<file path="src/rtl/bias_sequencer_pkg.sv">
// -----------------------------------------------------------------------------
// bias_sequencer_pkg
// Purpose : Shared definitions for the bias-add sequencer: FSM state encoding
//           and the lane width used to size every vector bus.
// Ports   : none (package)
// -----------------------------------------------------------------------------
package bias_sequencer_pkg;

   localparam int LANE_W = 8;

   typedef enum logic [1:0] {
      ST_IDLE  = 2'd0,
      ST_RUN   = 2'd1,
      ST_DRAIN = 2'd2,
      ST_DONE  = 2'd3
   } state_t;

endpackage

</file>
<file path="src/rtl/bias_sequencer_seq_fifo.sv">
// -----------------------------------------------------------------------------
// seq_fifo
// Purpose : Synchronous FIFO holding {last, data} results from the bias adder.
//           Push while full is honoured only together with a pop; pop while
//           empty is ignored. Pointers wrap modulo DEPTH (power of two).
// Ports   : clock, reset      - clock, asynchronous active-high reset
//           push, push_data   - write request and entry
//           pop,  pop_data    - read request and current head entry
//           empty             - no entries stored
//           count             - number of stored entries (0..DEPTH)
// -----------------------------------------------------------------------------
module seq_fifo #(
   parameter int WIDTH = 33,
   parameter int DEPTH = 4,
   localparam int PTR_W = $clog2(DEPTH),
   localparam int CNT_W = $clog2(DEPTH + 1)
) (
   input  logic             clock,
   input  logic             reset,
   input  logic             push,
   input  logic [WIDTH-1:0] push_data,
   input  logic             pop,
   output logic [WIDTH-1:0] pop_data,
   output logic             empty,
   output logic [CNT_W-1:0] count
);

   logic [WIDTH-1:0] r_mem [DEPTH];
   logic [PTR_W-1:0] r_wr_ptr;
   logic [PTR_W-1:0] r_rd_ptr;
   logic [CNT_W-1:0] r_count;
   logic             w_full;
   logic             w_wr;
   logic             w_rd;

   assign w_full = (r_count == CNT_W'(DEPTH));
   assign empty  = (r_count == '0);
   assign count  = r_count;
   assign w_wr   = push & (~w_full | pop);
   assign w_rd   = pop & ~empty;

   // NOTE: storage carries no reset; only pointers and count are reset, so an
   // emptied FIFO never presents its stale contents as valid.
   always_ff @(posedge clock) begin
      if (w_wr) r_mem[r_wr_ptr] <= push_data;
   end

   always_ff @(posedge clock or posedge reset) begin
      if (reset) begin
         r_wr_ptr <= '0;
         r_rd_ptr <= '0;
         r_count  <= '0;
      end else begin
         if (w_wr) r_wr_ptr <= r_wr_ptr + 1'b1;
         if (w_rd) r_rd_ptr <= r_rd_ptr + 1'b1;
         if (w_wr && !w_rd)      r_count <= r_count + 1'b1;
         else if (!w_wr && w_rd) r_count <= r_count - 1'b1;
      end
   end

   assign pop_data = r_mem[r_rd_ptr];

endmodule

</file>
<file path="src/rtl/bias_sequencer.sv">
// -----------------------------------------------------------------------------
// bias_sequencer
// Purpose : Sequences one layer's bias-add pass. Accepts activation vectors,
//           addresses the per-channel bias memory, presents aligned operands
//           to the external adder, tracks the adder pipeline with valid/last
//           tags and buffers results in an output FIFO.
// Ports   : clock, reset                  - clock, async active-high reset
//           cfg_start/num_ch/pix_per_ch   - pass start pulse and counts
//           busy, done, cfg_err           - pass status
//           in_valid/in_ready/in_data     - activation stream
//           bias_rd_addr/bias_rd_data     - bias memory (1-cycle read)
//           add_a, add_b, add_sum         - external lane adder
//           out_valid/out_ready/out_data/out_last - result stream
// -----------------------------------------------------------------------------
module bias_sequencer
   import bias_sequencer_pkg::*;
#(
   parameter int SIZE       = 4,
   parameter int CH_W       = 4,
   parameter int PIX_W      = 8,
   parameter int ADD_LAT    = 1,
   parameter int FIFO_DEPTH = 4
) (
   input  logic                     clock,
   input  logic                     reset,
   input  logic                     cfg_start,
   input  logic [CH_W-1:0]          cfg_num_ch,
   input  logic [PIX_W-1:0]         cfg_pix_per_ch,
   output logic                     busy,
   output logic                     done,
   output logic                     cfg_err,
   input  logic                     in_valid,
   output logic                     in_ready,
   input  logic [LANE_W*SIZE-1:0]   in_data,
   output logic [CH_W-1:0]          bias_rd_addr,
   input  logic [LANE_W*SIZE-1:0]   bias_rd_data,
   output logic [LANE_W*SIZE-1:0]   add_a,
   output logic [LANE_W*SIZE-1:0]   add_b,
   input  logic [LANE_W*SIZE-1:0]   add_sum,
   output logic                     out_valid,
   input  logic                     out_ready,
   output logic [LANE_W*SIZE-1:0]   out_data,
   output logic                     out_last
);

   localparam int DW    = LANE_W * SIZE;
   localparam int CNT_W = $clog2(FIFO_DEPTH + 1);

   state_t             r_state;
   state_t             w_next;
   logic [CH_W-1:0]    r_num_ch;
   logic [CH_W-1:0]    r_ch_cnt;
   logic [PIX_W-1:0]   r_pix_per_ch;
   logic [PIX_W-1:0]   r_pix_cnt;
   logic [DW-1:0]      r_add_a;
   logic [ADD_LAT:0]   r_tag_v;
   logic [ADD_LAT:0]   r_tag_l;
   logic [CNT_W-1:0]   r_inflight;
   logic               r_cfg_err;

   logic [CNT_W-1:0]   w_fifo_count;
   logic               w_fifo_empty;
   logic [DW:0]        w_head;
   logic               w_cfg_zero;
   logic               w_start_ok;
   logic               w_pix_wrap;
   logic               w_last_vec;
   logic               w_credit;
   logic               w_accept;
   logic               w_push;
   logic               w_pop;
   logic               w_drain_done;

   assign w_cfg_zero = (cfg_num_ch == '0) | (cfg_pix_per_ch == '0);
   assign w_start_ok = (r_state == ST_IDLE) & cfg_start & ~w_cfg_zero;
   assign w_pix_wrap = (r_pix_cnt == r_pix_per_ch - PIX_W'(1));
   assign w_last_vec = w_pix_wrap & (r_ch_cnt == r_num_ch - CH_W'(1));

   // Credit covers both adder stages and FIFO slots, so every tagged sum has
   // a guaranteed slot when it emerges from the adder.
   assign w_credit = ({1'b0, r_inflight} + {1'b0, w_fifo_count}) < (CNT_W+1)'(FIFO_DEPTH);

   assign w_accept = in_valid & in_ready;
   assign w_push   = r_tag_v[ADD_LAT];
   assign w_pop    = out_ready & out_valid;

   // Finish as soon as the last entry leaves, including the cycle it pops.
   assign w_drain_done = (r_inflight == '0) &
                         (w_fifo_empty | ((w_fifo_count == CNT_W'(1)) & w_pop));

   // NOTE: sequential state uses non-blocking assignments so all registers
   // update together from pre-edge values.
   always_ff @(posedge clock or posedge reset) begin
      if (reset) r_state <= ST_IDLE;
      else       r_state <= w_next;
   end

   // NOTE: w_next defaults to the current state so no path leaves it
   // unassigned and no latch is inferred.
   always_comb begin
      w_next = r_state;
      case (r_state)
         ST_IDLE:  if (w_start_ok)              w_next = ST_RUN;
         ST_RUN:   if (w_accept && w_last_vec)  w_next = ST_DRAIN;
         ST_DRAIN: if (w_drain_done)            w_next = ST_DONE;
         ST_DONE:                               w_next = ST_IDLE;
         default:                               w_next = ST_IDLE;
      endcase
   end

   always_comb begin
      busy     = (r_state != ST_IDLE);
      done     = (r_state == ST_DONE);
      in_ready = (r_state == ST_RUN) & w_credit;
   end

   always_ff @(posedge clock or posedge reset) begin
      if (reset) begin
         r_num_ch     <= '0;
         r_pix_per_ch <= '0;
         r_ch_cnt     <= '0;
         r_pix_cnt    <= '0;
         r_add_a      <= '0;
         r_tag_v      <= '0;
         r_tag_l      <= '0;
         r_inflight   <= '0;
         r_cfg_err    <= 1'b0;
      end else begin
         r_cfg_err <= (r_state == ST_IDLE) & cfg_start & w_cfg_zero;

         if (w_start_ok) begin
            r_num_ch     <= cfg_num_ch;
            r_pix_per_ch <= cfg_pix_per_ch;
            r_ch_cnt     <= '0;
            r_pix_cnt    <= '0;
         end

         if (w_accept) begin
            r_add_a <= in_data;
            if (w_pix_wrap) begin
               r_pix_cnt <= '0;
               r_ch_cnt  <= r_ch_cnt + CH_W'(1);
            end else begin
               r_pix_cnt <= r_pix_cnt + PIX_W'(1);
            end
         end

         // Tag stage 0 lines up with the operands; stage ADD_LAT with add_sum.
         r_tag_v[0] <= w_accept;
         r_tag_l[0] <= w_accept & w_last_vec;
         for (int i = 1; i <= ADD_LAT; i++) begin
            r_tag_v[i] <= r_tag_v[i-1];
            r_tag_l[i] <= r_tag_l[i-1];
         end

         if (w_accept && !w_push)      r_inflight <= r_inflight + CNT_W'(1);
         else if (!w_accept && w_push) r_inflight <= r_inflight - CNT_W'(1);
      end
   end

   seq_fifo #(
      .WIDTH (DW + 1),
      .DEPTH (FIFO_DEPTH)
   ) u_fifo (
      .clock     (clock),
      .reset     (reset),
      .push      (w_push),
      .push_data ({r_tag_l[ADD_LAT], add_sum}),
      .pop       (w_pop),
      .pop_data  (w_head),
      .empty     (w_fifo_empty),
      .count     (w_fifo_count)
   );

   assign cfg_err      = r_cfg_err;
   assign bias_rd_addr = r_ch_cnt;
   assign add_a        = r_add_a;
   assign add_b        = bias_rd_data;
   assign out_valid    = ~w_fifo_empty;
   assign out_data     = w_head[DW-1:0];
   // Head memory is not reset, so the last flag is qualified by non-empty.
   assign out_last     = w_head[DW] & ~w_fifo_empty;

endmodule
</file>
<file path="config.mk">
export PLATFORM = sky130hd
export DESIGN_NAME = bias_sequencer
export DESIGN_NICKNAME = d
export VERILOG_FILES = /design/src/rtl/bias_sequencer_pkg.sv /design/src/rtl/bias_sequencer_seq_fifo.sv /design/src/rtl/bias_sequencer.sv
export SDC_FILE = /design/constraint.sdc
export NUM_CORES = 1
export LEC_CHECK = 0
export ABC_AREA = 0
export CAP_MARGIN = 0
export CORE_UTILIZATION = 53
export DETAILED_ROUTE_END_ITERATION = 8
export PLACE_DENSITY = 0.95
export SYNTH_ARGS = -nofsm -noshare
export SYNTH_HDL_FRONTEND = slang
export SYNTH_SLANG_ARGS = --single-unit
</file>
<file path="constraint.sdc">
create_clock -name clock -period 6.8 [get_ports clock]
set_clock_uncertainty 0.2 [all_clocks]
set_input_delay 1.36 -clock clock [delete_from_list [all_inputs] [get_ports clock]]
set_output_delay 1.36 -clock clock [all_outputs]
set_load 0.03 [all_outputs]
</file>
Word level (Yosys, flattened, before mapping)
Memory sizes are Yosys's and may differ from the RTL's.
Cells that the tools add are included.
{ "word_totals": {"memories": 1, "input_bits": 113, "ram_bits": 132, "out_inout_bits": 106, "reg_bits": 73} }
{ "mem_list": {"columns": ["memory", "depth", "word_bits", "rd", "rd_ports_with_merged_regs", "write_ports", "line_no", "rtl"], "rows": [
  ["u_fifo.r_mem", 4, 33, 1, 0, 1, "bias_sequencer_seq_fifo.sv:28", "logic [WIDTH-1:0] r_mem [DEPTH];"]
]} }
{ "op_classes": {"bitwise": 19, "n_mux": 16, "order_cmp": 1, "addsub": 11, "n_eq_ne": 10, "reduce_logical": 19} }
{ "op_table": {"columns": ["cell", "n"], "rows": [
  ["2-to-1 mux 8 bit", 3],
  ["bitwise AND 1 bit", 13],
  ["2-to-1 mux 3 bit", 4],
  ["2-to-1 mux 4 bit", 3],
  ["adder 8 x 1 -> 8 bit (second input constant)", 1],
  ["== test 8 bit", 1],
  ["zero test 8 bit", 1],
  ["one-hot mux 2 bit (4 select lines)", 1],
  ["nonzero test 2 bit", 4],
  ["subtractor 8 x 1 -> 8 bit (second input constant)", 1],
  ["adder 3 x 1 -> 3 bit (second input constant)", 2],
  ["zero test 3 bit", 2],
  ["2-to-1 mux 2 bit", 3],
  ["!= test 2 bit (second input constant)", 3],
  ["subtractor 3 x 1 -> 3 bit (second input constant)", 2],
  ["logical AND 1 bit", 5],
  ["adder 2 x 1 -> 2 bit (second input constant)", 2],
  ["adder 3 x 3 -> 4 bit", 1],
  ["adder 4 x 1 -> 4 bit (second input constant)", 1],
  ["== test 2 bit (second input constant)", 2],
  ["== test 4 bit", 1],
  ["zero test 1 bit", 4],
  ["zero test 4 bit", 1],
  ["less-than comparator 4 x 3 -> 1 bit (second input constant)", 1],
  ["9 further kinds", 14]
]} }

Longest topological paths before layout
Gate-level depths: netlist (run 1).
{ "depth": {"depth_word": 9, "ltp_mapped": 13} }

Hierarchy
A second synthesis (run 1) with hierarchy kept.
{ "hier_totals": {"hier_cells": 562, "hier_area_um2": 8600.7} }
{ "by_module_without_submodules": {"columns": ["module", "cells_each", "area_each_um2", "seq_area_each_um2", "instances"], "rows": [
  ["seq_fifo", 208, 5185.0, 4139.0, 1],
  ["bias_sequencer", 354, 3415.8, 1651.6, 1]
]} }

Worst setup path before layout (run 1)
No wires, ideal clock.
{ "synth_path": {"kind": "register to output", "from": "register u_fifo.r_rd_ptr[0]", "to": "output port out_data[10]", "path_stages_with_launch": 4, "arrival_time_ns": 1.897, "path_slack_ns": 3.343, "path_buffers": 2, "cell_sequence": "dfrtp_1 -> clkbuf_1 -> buf_1 -> mux4_2"} }
{ "synth_between": {"elab_chain_len": 1} }
{ "synth_rtl": {"columns": ["element", "line_no", "rtl"], "rows": [
  ["start, declared", "bias_sequencer_seq_fifo.sv:30", "logic [PTR_W-1:0] r_rd_ptr;"],
  ["start signal, assigned", "bias_sequencer_seq_fifo.sv:55", "if (w_rd) r_rd_ptr <= r_rd_ptr + 1'b1;"],
  ["memory (4 x 33 bit)", null, null],
  ["end, declared", "bias_sequencer.sv:42", "output logic [LANE_W*SIZE-1:0] out_data,"]
]} }
Every way passes these cells.

Worst setup path after layout (run 1)
{ "layout_path": {"from": "register u_fifo.r_rd_ptr[0]", "to": "output port out_last"} }
{ "layout_between": {"elab_chain_len": 2} }
{ "layout_rtl": {"columns": ["element", "line_no", "rtl"], "rows": [
  ["memory (4 x 33 bit)", null, null],
  ["bitwise AND 1 bit", "bias_sequencer.sv:182", "assign out_last = w_head[DW] & ~w_fifo_empty;"],
  ["end, declared", "bias_sequencer.sv:43", "output logic out_last"]
]} }
Every way passes these cells.

==> run_results.csv, run 1 <==
group,metric,value,unit
status,status,"finished, final reports clean",
yosys,synthSimpleGateAreaFrac,0.0994,
floorplan,die_h,129,um
yosys,syn_inst,592,
cts,clockBufferDepth,3,
cts,ctsHoldBuffers,0,
floorplan,fp.dieW,129,um
yosys,synth-seq-cells,205,
yosys,synth_edf_count,132,
layout,drive_gt1_frac,0.113,
power_and_ir_drop,finalPower,4.58,mW
sta,hold_viol_final,0,
layout,antenna_cells,0,
worst_setup_path,worstSetupPathType,"reg -> out",
layout,fin_nets,860,
sta,relSlewSlack,0.282,
cts,cts_tree,"done",
worst_setup_path,critPathLaunchType,"flip-flop",
placed_design,io_buffers,154,
yosys,synth_compound_area_frac,0.0251,
placed_design,dpl_worst_slack,2.78,ns
route,top_layer,"met4",
cts,clock_sinks,205,
route,routed_wl,17.1,mm
yosys,postSynth.asyncResetShare,0.356,
placed_design,dp.final_hpwl,11.3,mm
route,dr_wl_met2,8.58,mm
yosys,ys_seq_area_frac,0.672,
route,wl_met3,1.22,mm
layout,synthToLayoutAreaGrowth,25.4,%
sta,fin_ws,2.33,ns
sta,timing_max_transition_violations_final,0,
worst_setup_path,max_stage_delay,0.66,ns
floorplan,fp.dieArea,16800,sq um
floorplan,rows,46,
route,drc,0,
cts,clkLatencyLatePin,0.49,ns
yosys,synthMuxAreaShare,0.0917,
worst_setup_path,crit_required,5.24,ns
yosys,yosys_warnings,0,
power_and_ir_drop,leakagePower,4.13,nW
route,vias,5051,
cts,cts_resized,0,
sta,rsz0062_at_grt,"false",
route,drtAntennaViolNets,0,
global_routing,overflow,0,
yosys,synth_top_family_by_area,"simple AND/OR/NAND/NOR gates",
sta,worstMarginPinSlew,1.07,ns
global_routing,antenna_found_initial,0,
worst_setup_path,cp_slowest_cell,"dfrtp_2",
route,drt-initial-drc-count,265,
yosys,synth_area_per_cell,14.5,sq um
cts,cts_inserted_buffers,21,
sta,finalSetupViolations,0,
floorplan,io_pins,219,
power_and_ir_drop,pwr_density_cell,425,nW/um^2
sta,fin_crit_sh,0.658,
route,viasPerCell,5.30,
worst_setup_path,crit_chain,"buf_4, mux4_2, and2_1, clkdlybuf4s50_1",
global_routing,grt_use_total,0.206,
route,dr.pass1.iters,4,
global_routing,grt_pass1_vias,4977,
cts,cts_setup_buffers,0,
yosys,ys_types,51,
route,wl_met1,6.94,mm
worst_setup_path,endpoint_kind,"output port",
yosys,synth-adder-area-share,0.0328,
global_routing,grt_pass1_wl,26.2,mm
power_and_ir_drop,vdd_drop_max,0.000349,V
layout,final_common_cell,"clkdlybuf4s50_1",
job,drv_cap,0,
sta,period_needed,4.47,ns
worst_setup_path,critPathArrivalTime,2.91,ns
cts,htreeDepth,1,
floorplan,core-area,15900,sq um
layout,layout_common_cells,"clkdlybuf4s50_1 (154), nand2_1 (139), edfxtp_1 (132)",
cts,cts.clk_slew.worst_paths,0.06,ns
sta,tns,0,ns
floorplan,start_util,0.542,
cts,cts-root-buf,"clkbuf_16",
yosys,synth_ff_type,"edfxtp_1",
route,routedWlPerCell,18.0,um
placed_design,gp_congestion,0.810,
yosys,syn_nets,727,
hold_path,hp-class,"reg -> reg",
yosys,netlist_area,8610,sq um
sta,clock.fmax,224,MHz
worst_setup_path,crit_fanout,21,
global_routing,grt_start_max_net_pins,61,
yosys,synth-xor-area-share,0.0331,
critical path, delay by kind of cell (launching register included):
kind / cells / cell delay [ns]
buf+inv: 2 / 1.05
mux: 1 / 0.54
simple gates: 1 / 0.16
flops: 1 / 0.66
state kept, by name, summed over array words and instances, names as in the netlist, 3 cells and up:
name	cells
r_pix_cnt	8
add_a	32
r_num_ch	4
u_fifo.r_mem	132
r_inflight	3
bias_rd_addr	4
r_pix_per_ch	8
u_fifo.count	3
cell families after synthesis:
group / count (synthesis)
flops: 205
xor+xnor: 31
mux: 37
simple gates: 193
buf+inv: 72
compound gates: 32
fa+ha+maj: 22
routing by layer:
| layer | global-route usage | up-vias |
|---|---|---|
| li1 | - | 2332 |
| met1 | 0.268 | 2474 |
| met2 | 0.352 | 204 |
| met3 | 0.0413 | 41 |
| met4 | 0.0609 | 0 |
| met5 | 0 | - |
area by class of cell:
cell class,instances,area (sq um)
Tap cell,216,270
Fill cell,1085,5090
Inverter,21,81.3
Clock buffer,26,554
Timing Repair Buffer,161,1590
Clock inverter,9,76.3
Multi-Input combinational cell,315,2430
Sequential cell,205,5790
path summary, 6_finish.rpt:
| kind | cells past startpoint | slack [ns] | endpoint | from |
|---|---|---|---|---|
| max reg2reg | 11 | 3.20 | r_inflight[2] | u_fifo.count[2] |
| min reg2reg | 0 | 0.15 | r_tag_v[1] | r_tag_v[0] |
| min in group asynchronous | 2 | 0.92 | add_a[10] | reset |
| max in group asynchronous | 3 | 4.38 | u_fifo.r_rd_ptr[0] | reset |
| min | 0 | 0.15 | r_tag_v[1] | r_tag_v[0] |
| max | 4 | 2.33 | out_last | u_fifo.r_rd_ptr[0] |
synth_stat cells, types with 2 or more instances:
library cell,count,area share
nor4_1,3,0.0022
ha_1,21,0.031
o21ai_1,4,0.0023
clkbuf_1,15,0.0065
xor2_1,10,0.010
o211ai_1,2,0.0017
mux2i_1,2,0.0023
nor2_1,10,0.0044
inv_1,20,0.0087
dfrtp_1,73,0.21
nand3b_1,2,0.0017
mux4_2,33,0.086
nor2b_1,2,0.0015
o21ai_0,12,0.0070
buf_1,4,0.0017
nand3_1,14,0.0081
and2_1,5,0.0036
buf_4,32,0.028
o21a_1,2,0.0017
edfxtp_1,132,0.46
xnor2_1,20,0.020
a21oi_1,3,0.0017
nand2_1,139,0.061
nor3_1,5,0.0029
per-stage QoR:
stage          hold slack [ns]   util  cells  instance area, sq um
2_1_floorplan            0.131      -    592                  8610
3_3_place_gp             0.133  0.640    918                 10200
3_5_place_dp             0.137  0.640    918                 10200
4_1_cts                  0.156  0.680    953                 10800
5_1_grt                  0.168  0.680    953                 10800
6_report                 0.152  0.680    953                 10800
power breakdown:
group	internal, mW	switching (mW)
Sequential	1.53	0.175
Combinational	0.822	0.989
Clock	0.615	0.450
No activity file was read; power rests on OpenSTA's default activity.
==> run 2, diff against run 1 <==
- CORE_UTILIZATION: 53 -> 44
- PLACE_DENSITY: 0.95 -> 0.87
- clock period: 6.8 -> 3.7 ns (I/O delays scaled with it)
==> run_results.csv, run 2 (same netlist as run 1, synthesis figures left out) <==
group,metric,value,unit
worst_setup_path,cp_slowest_cell,"dfrtp_4",
layout,synthToLayoutAreaGrowth,28.7,%
cts,cts.clk_slew.worst_paths,0.06,ns
floorplan,start_util,0.454,
worst_setup_path,critPathLaunchType,"flip-flop",
cts,ctsHoldBuffers,0,
global_routing,antenna_found_initial,0,
layout,antenna_cells,0,
route,dr.pass1.iters,4,
layout,largest_reg_flops,132,
sta,period_needed,3.45,ns
worst_setup_path,crit_required,2.76,ns
route,routedWlPerCell,16.2,um
sta,finalSetupViolations,0,
sta,timing_max_transition_violations_final,0,
sta,fin_ws,0.247,ns
placed_design,gp_congestion,0.783,
layout,drive_gt1_frac,0.126,
floorplan,rows,50,
route,drc,0,
cts,clockBufferDepth,3,
layout,multi_input_area,2430,sq um
power_and_ir_drop,vdd_drop_max,0.000492,V
sta,whs,0.152,ns
worst_setup_path,endpoint_kind,"output port",
global_routing,grt_pass1_wl,26.5,mm
sta,worstMarginPinSlew,0.659,ns
global_routing,grt_start_max_net_pins,50,
status,status,"finished, final reports clean",
placed_design,dpl_worst_slack,0.605,ns
placed_design,dp.final_hpwl,11.0,mm
cts,cts_setup_buffers,0,
layout,fin_nets,865,
layout,nFillCells,1447,
global_routing,overflow,0,
route,drt-initial-drc-count,265,
layout,seqCellArea,5790,sq um
layout,top_register,"u_fifo.r_mem",
power_and_ir_drop,pwr_density_cell,784,nW/um^2
cts,clkLatencyLatePin,0.51,ns
layout,layout_common_cells,"clkdlybuf4s50_1 (153), nand2_1 (139), edfxtp_1 (132)",
route,viasPerCell,4.98,
floorplan,fp.dieArea,20100,sq um
cts,cts_tree,"done",
worst_setup_path,crit_chain,"buf_12, mux4_2, clkdlybuf4s50_1",
sta,clock.fmax,290,MHz
route,routed_wl,16.3,mm
layout,final_common_cell,"clkdlybuf4s50_1",
cts,cts-root-buf,"clkbuf_16",
worst_setup_path,worstSetupPathType,"reg -> out",
sta,rsz0062_at_grt,"false",
power_and_ir_drop,finalPower,8.69,mW
cts,clock_sinks,205,
global_routing,grt_pass1_vias,5154,
route,vias,5011,
cts,cts_resized,0,
hold_path,hp-class,"reg -> reg",
sta,hold_viol_final,0,
sta,fin_crit_sh,0.933,
layout,instances_no_fill,1006,
route,drtAntennaViolNets,0,
floorplan,core-area,19000,sq um
job,drv_cap,0,
worst_setup_path,critPathArrivalTime,2.51,ns
placed_design,io_buffers,154,
floorplan,fp.dieW,142,um
cts,htreeDepth,1,
placed_design,placed_cells,966,
power_and_ir_drop,leakagePower,4.25,nW
floorplan,die_h,142,um
global_routing,grt_use_total,0.169,
floorplan,io_pins,219,
sta,tns,0,ns
cts,cts_inserted_buffers,22,
sta,relSlewSlack,0.558,
worst_setup_path,crit_fanout,17,
worst_setup_path,max_stage_delay,0.66,ns
## run 2: layout make-up
| class | instances | share of cell area |
|---|---|---|
| Sequential cell | 205 | 0.523 |
| Multi-Input combinational cell | 315 | 0.220 |
| Timing Repair Buffer | 165 | 0.156 |
| Clock buffer | 26 | 0.0510 |
| Tap cell | 260 | 0.0294 |
| Clock inverter | 14 | 0.0140 |
| Inverter | 21 | 0.00734 |
## run 2: final timing paths
| path | to | startpoint | depth (start not counted) | slack [ns] |
|---|---|---|---|---|
| max | out_data[21] | u_fifo.r_rd_ptr[0] | 3 | 0.25 |
| min | r_tag_l[1] | r_tag_l[0] | 0 | 0.15 |
| max reg2reg | r_inflight[2] | u_fifo.count[2] | 11 | 0.75 |
| min reg2reg | r_tag_l[1] | r_tag_l[0] | 0 | 0.15 |
| max in group asynchronous | u_fifo.r_rd_ptr[0] | reset | 3 | 2.20 |
| min in group asynchronous | u_fifo.r_wr_ptr[1] | reset | 2 | 0.42 |
## run 2: critical path: cells and delay by family (launching register included)
family	cells	cell delay, ns
buffers and inverters	2	0.84
muxes	1	0.51
DFF	1	0.66
## run 2: where the power goes
group	internal, mW	total, mW	switching [mW]
registers	2.82	3.16	0.343
clock network	1.30	2.16	0.853
logic	1.57	3.37	1.79
## run 2: per-stage QoR
stage,cell area (sq um),utilization
floorplan,8610,-
detailed placement,10400,0.546
global route,11100,0.585
CTS,11100,0.584
finish,11100,0.585
global placement,10400,0.546
## run 2: layer usage
layer	wire, um	vias to the layer above	GRT usage
met5	0	-	0
met4	268	0	0.0390
met3	1330	21	0.0489
met2	7710	204	0.282
met1	6990	2434	0.219
li1	-	2352	-
